[src/rtl/conv_seq_ctrl.sv]
// -----------------------------------------------------------------------------
// conv_seq_ctrl
//
// Sequencing controller for a 2-channel 4x4 (32-tap) 3D convolution. A single
// multiply-accumulate unit is time-shared across the 32 taps of a frame. Each
// accepted IFM element is multiplied by the weight of its tap position and
// added into an unsigned accumulator. When the frame closes, the sum is
// presented on a registered valid/ready result port.
//
// Configuration macro: CONV_WGT_WR_EN
//   defined   : weight write port present; 32 x DW weight register file,
//               reset to 0, writable only while IDLE.
//   undefined : weights are a fixed constant table; no weight registers.
//
// Ports:
//   clk       in   1    clock, rising edge
//   rst       in   1    asynchronous reset, active high
//   s_valid   in   1    IFM element valid
//   s_ready   out  1    controller can accept an element (IDLE / ACC)
//   s_data    in   DW   IFM element, ch0 row0 col0 .. ch1 row3 col3
//   s_last    in   1    final element of frame
//   m_valid   out  1    OFM result valid (held until m_ready)
//   m_ready   in   1    downstream accepts the result
//   m_data    out  OW   OFM result
//   wgt_we    in   1    weight write strobe        (CONV_WGT_WR_EN only)
//   wgt_addr  in   AW   weight index 0..N_TAP-1    (CONV_WGT_WR_EN only)
//   wgt_data  in   DW   weight value               (CONV_WGT_WR_EN only)
//   busy      out  1    frame in progress (state != IDLE)
//   err_len   out  1    one-cycle pulse: frame length error
// -----------------------------------------------------------------------------
module conv_seq_ctrl #(
   parameter int N_TAP = 32,
   parameter int DW    = 4,
   parameter int OW    = 13,
   parameter int AW    = 5
) (
   input  logic          clk,
   input  logic          rst,
   input  logic          s_valid,
   output logic          s_ready,
   input  logic [DW-1:0] s_data,
   input  logic          s_last,
   output logic          m_valid,
   input  logic          m_ready,
   output logic [OW-1:0] m_data,
`ifdef CONV_WGT_WR_EN
   input  logic          wgt_we,
   input  logic [AW-1:0] wgt_addr,
   input  logic [DW-1:0] wgt_data,
`endif
   output logic          busy,
   output logic          err_len
);

   typedef enum logic [1:0] {
      IDLE = 2'd0,
      ACC  = 2'd1,
      OUT  = 2'd2
   } state_t;

   state_t          state;
   logic [AW-1:0]   idx;        // tap index of the next element
   logic [OW-1:0]   acc;        // running sum of the current frame

   logic            beat;
   logic            at_last_tap;
   logic            frame_end;
   logic [AW-1:0]   rd_addr;
   logic [DW-1:0]   wsel;
   logic [2*DW-1:0] prod;
   logic [OW-1:0]   acc_next;

   // --------------------------------------------------------------------------
   // Weight storage
   // --------------------------------------------------------------------------
`ifdef CONV_WGT_WR_EN
   logic [DW-1:0] wgt [N_TAP];

   // NOTE: this small register file is reset explicitly (unlike a RAM macro)
   // so the convolution result after reset is defined rather than X.
   // Writes are only honoured in IDLE, keeping weights frozen during a frame;
   // a write coinciding with a first beat lands after that beat has read W[0].
   always_ff @(posedge clk or posedge rst) begin
      if (rst) begin
         for (int i = 0; i < N_TAP; i++) begin
            wgt[i] <= '0;
         end
      end else if (wgt_we && (state == IDLE)) begin
         wgt[wgt_addr] <= wgt_data;
      end
   end

   assign wsel = wgt[rd_addr];
`else
   localparam logic [DW-1:0] DEF_WGT [N_TAP] = '{
      4'd6,  4'd14, 4'd13, 4'd10, 4'd10, 4'd14, 4'd3,  4'd4,
      4'd0,  4'd6,  4'd7,  4'd9,  4'd11, 4'd12, 4'd6,  4'd3,
      4'd2,  4'd1,  4'd5,  4'd8,  4'd7,  4'd13, 4'd1,  4'd8,
      4'd7,  4'd12, 4'd13, 4'd10, 4'd10, 4'd9,  4'd7,  4'd7
   };

   assign wsel = DEF_WGT[rd_addr];
`endif

   // --------------------------------------------------------------------------
   // Datapath: one shared multiplier and adder
   // --------------------------------------------------------------------------
   assign beat = s_valid && s_ready;

   // The element consumed in IDLE is always tap 0 of a new frame.
   assign rd_addr = (state == IDLE) ? '0 : idx;

   // The frame closes on s_last, or on the final tap even without s_last.
   assign at_last_tap = (state == ACC) && (idx == AW'(N_TAP - 1));
   assign frame_end   = beat && (s_last || at_last_tap);

   // NOTE: every signal driven here gets a default value first, so no path
   // leaves it unassigned and no latch is inferred.
   always_comb begin
      prod     = '0;
      acc_next = '0;
      prod     = {{DW{1'b0}}, s_data} * {{DW{1'b0}}, wsel};
      // A frame's first product replaces, rather than adds to, the old sum.
      acc_next = ((state == IDLE) ? '0 : acc) + {{(OW - 2*DW){1'b0}}, prod};
   end

   // --------------------------------------------------------------------------
   // Control FSM with registered outputs
   // --------------------------------------------------------------------------
   // NOTE: state and outputs use non-blocking assignments so every register
   // samples the pre-edge values, independent of statement order.
   always_ff @(posedge clk or posedge rst) begin
      if (rst) begin
         state   <= IDLE;
         idx     <= '0;
         acc     <= '0;
         s_ready <= 1'b0;
         m_valid <= 1'b0;
         m_data  <= '0;
         busy    <= 1'b0;
         err_len <= 1'b0;
      end else begin
         err_len <= 1'b0;
         case (state)
            IDLE, ACC: begin
               s_ready <= 1'b1;
               if (beat) begin
                  acc  <= acc_next;
                  busy <= 1'b1;
                  if (frame_end) begin
                     state   <= OUT;
                     idx     <= '0;
                     s_ready <= 1'b0;
                     m_valid <= 1'b1;
                     m_data  <= acc_next;
                     // Short frame: s_last before the last tap.
                     // Long frame: last tap reached without s_last.
                     err_len <= s_last ^ at_last_tap;
                  end else begin
                     state <= ACC;
                     idx   <= idx + AW'(1);
                  end
               end
            end

            OUT: begin
               if (m_ready) begin
                  state   <= IDLE;
                  acc     <= '0;
                  s_ready <= 1'b1;
                  m_valid <= 1'b0;
                  busy    <= 1'b0;
               end
            end

            default: begin
               state   <= IDLE;
               idx     <= '0;
               acc     <= '0;
               s_ready <= 1'b1;
               m_valid <= 1'b0;
               busy    <= 1'b0;
            end
         endcase
      end
   end

endmodule

[config.mk]
export PLATFORM = sky130hd
export DESIGN_NAME = conv_seq_ctrl
export DESIGN_NICKNAME = d
export VERILOG_FILES = /design/src/rtl/conv_seq_ctrl.sv
export SDC_FILE = /design/constraint.sdc
export NUM_CORES = 1
export LEC_CHECK = 0
export ABC_CLOCK_PERIOD_IN_PS = 5200
export CAP_MARGIN = 40
export CORE_UTILIZATION = 26
export DETAILED_ROUTE_END_ITERATION = 7
export PLACE_DENSITY = 0.54
export REMOVE_ABC_BUFFERS = 1
export SETUP_SLACK_MARGIN = 0.05
export SLEW_MARGIN = 5
export SYNTH_ARGS = -nofsm -noshare
export SYNTH_HDL_FRONTEND = slang
export SYNTH_SLANG_ARGS = --single-unit
[constraint.sdc]
create_clock -name clk -period 5.2 [get_ports clk]
set_input_delay 1.04 -clock clk [delete_from_list [all_inputs] [get_ports clk]]
set_output_delay 1.04 -clock clk [all_outputs]
set_load 0.05 [all_outputs]
==> reports/qor.csv <==
metric;value;unit
clock_path_buffers;2;
final_common_cell;nand2_1;
grt_first_pass_wirelength;11560;µm
antenna_cells;0;
top_layer;met4;
drive_above_1_share;14.90;%
synth_cell_types;60;
firstDrtPassIters;4;
rows;38;
clkSlewWorstSetupHoldPaths;80;ps
final_nets;394;
whs_path_depth;2;
min_from;acc[1];
grt_pass1_vias;2348;
synth_area;0.002903;mm²
drv_cap;0;
cpPeakStageDelay;550;ps
max_slew_margin;49.88;%
clock_latency;290;ps
grt_max_degree;38;
synth-compound-area-share;19.74;%
drcViolationCount;0;
die_area;0.01159;mm²
worstSetupPathType;flip-flop to flip-flop;
gp_congestion;0.7852;
hold_viol;0;
crit_top_cell;fa_1;
synthArstFlopShare;100.0;%
cts_buffers;5;
hpwl;5089;µm
hold_buffers;0;
synthSimpleGateAreaFrac;18.62;%
outcome;finished, final reports clean;
io_buffers;25;
gr-usage-all-layers;12.67;%
cp_slowest_cell;fa_1;
chipWidth;107.7;µm
power-per-cell-area;392.5;mW/mm²
ir_worst_vdd;0.0002089;V
drt_iter0_markers;125;
synth-edff-count;0;
ant_nets;0;
post_drt_wl_per_cell;13.96;µm
postSynthCellCount;318;
routed_via_density;4.796;
skew;11.40;ps
crit_buf_inv;1;
worstPathRequired;5380;ps
wl_met1;3490;µm
worstSetupEndpointType;flip-flop;
reg2regPathDepth;18;
synth.top_cell.area_share;31.90;%
yosysWarnings;0;
setup.worst_path.start_class;flip-flop;
layout_common_cells;nand2_1 (47), dfrtp_1 (37), inv_1 (26);
worstMarginPinSlew;751.8;ps
setup_viol;0;
dr_wl_met3;179;µm
fin_crit;4886;ps
vias;2345;
dpl_cell_area;0.003348;mm²
initial_utilization;26.78;%
ys_seq_area_share;31.90;%
synth_area_leaders;dfrtp_1 (32%), ha_1 (12%), nand2_1 (6.5%), fa_1 (6.2%), and2_1 (3.7%);
final_area;0.003565;mm²
r2r_start;state[0];
synth_area_leader_cell;dfrtp_1;
overflow;0;
path_max_fanout;5;
dieHeight;107.7;µm
max_freq;204.6;MHz
wl_met2;3054;µm
antenna_found_initial;0;
crit_arrival;5070;ps
wl;6827;µm
cts_root_buf;clkbuf_8;
cp_cell_sequence;or2_1, and2_4, ha_4, nand2b_1, nand2_1, a221oi_2, a21oi_2, nand2b_1, fa_1, fa_1, fa_1, inv_1, ha_4, nand3_1, a2111o_1, a21oi_2, nor2_1, a221o_1;
p_total;1.399;mW
ys_seq_elements;37;
muxShareOfSynthArea;2.284;%
synth_area_per_cell;9.128;µm²
hp-class;flip-flop to flip-flop;
fin_crit_sh;93.97;%
r2r_end;acc[12];
synthAdderAreaFrac;18.28;%
holdPathEnd;acc[1];
coreArea;0.01084;mm²
ys.flop_type;dfrtp_1;
cts_tree;done;
area_growth;22.80;%
rsz0062_at_grt;true;
clock-sinks;37;
crit_family;adder cells;
synthXorXnorAreaFrac;3.621;%
rrSetupSlack;310;ps
synth_top_family_by_area;compound AO/OA/AOI/OAI gates;
h-tree-depth;2;
io_pins;26;
finalMaxSlewViolations;0;
power.leakage;1.615;nW
==> timing repair <==
action | in CTS | in global routing
pin swaps | 2 | 8
endpoints found under the setup margin | 1 | 14
setup buffers | 0 | 3
resized for setup | 2 | 12
==> worst reg2reg max path: cells and delay by family (launching register included) <==
family,cells,cell delay [ps]
AO/OA/AOI/OAI,5,1330
AND/OR/NAND/NOR,7,960
buffers and inverters,1,70
flip-flops,1,370
adder cells (fa/ha/maj),5,2060
==> power breakdown <==
group / total, mW / switching [mW] / leakage (nW) / internal [mW]
registers: 0.387 / 0.0361 / 0.486 / 0.351
clock network: 0.296 / 0.106 / 0.0681 / 0.191
logic: 0.716 / 0.437 / 1.06 / 0.278
==> worst max path at each step <==
stage / from / endpoint / slack (ps) / depth (start not counted)
2_1_floorplan: state[1] / acc[12] / -160 / 18
3_3_place_gp: state[0] / acc[12] / 140 / 18
3_5_place_dp: state[0] / acc[12] / 60 / 18
4_1_cts: state[0] / acc[12] / 80 / 18
5_1_grt: state[0] / acc[12] / -20 / 19
6_report: state[0] / acc[12] / 310 / 18
==> sequential cells by signal, summed over array words and instances (netlist names) <==
register  flops
busy          1
state         2
err_len       1
idx           5
s_ready       1
m_valid       1
m_data       13
acc          13
==> synth_stat cells, types with 6 or more instances <==
cell type and n:
and2_1 17, dfrtp_1 37, buf_2 6, nor2_1 12, xnor2_1 8, fa_1 9
a21oi_1 9, nand2_1 50, ha_1 28, inv_1 26, nor2b_1 6, o21ai_0 16
nand2b_1 6
==> metrics by stage <==
step | hold slack [ps] | setup slack, ps | instances | utilization, % | TNS (ps)
2_1_floorplan | 430.4 | -161.9 | 305 | - | -730.8
3_3_place_gp | 443.2 | 143.5 | 477 | 30.63 | 0
3_5_place_dp | 454.2 | 59.31 | 478 | 30.89 | 0
4_1_cts | 471.8 | 76.53 | 486 | 32.21 | 0
5_1_grt | 518.4 | -15.74 | 489 | 32.88 | -15.74
6_report | 473.2 | 313.5 | 489 | 32.88 | 0
==> logic make-up after synthesis <==
kind of cell             after synthesis
multiplexers                           6
XOR/XNOR                              12
AO/OA/AOI/OAI                         75
adder cells (fa/ha/maj)               37
flip-flops                            37
buffers and inverters                 40
AND/OR/NAND/NOR                      111
==> routing by layer <==
layer | global-route usage (%) | up-vias
met5 | 0 | -
met4 | 3.816 | 0
met3 | 1.695 | 10
met2 | 19.73 | 45
met1 | 18.08 | 1132
li1 | - | 1158
==> layout make-up <==
cell class	count	area (µm²)
fillers	1118	7276
multi-input cells	241	1876
flip-flops and latches	37	925.9
repair buffers	36	352.8
well taps	140	175.2
inverters	27	101.3
clock buffers	5	68.82
clock inverters	3	65.06
Power figures use the tool's default switching activity.
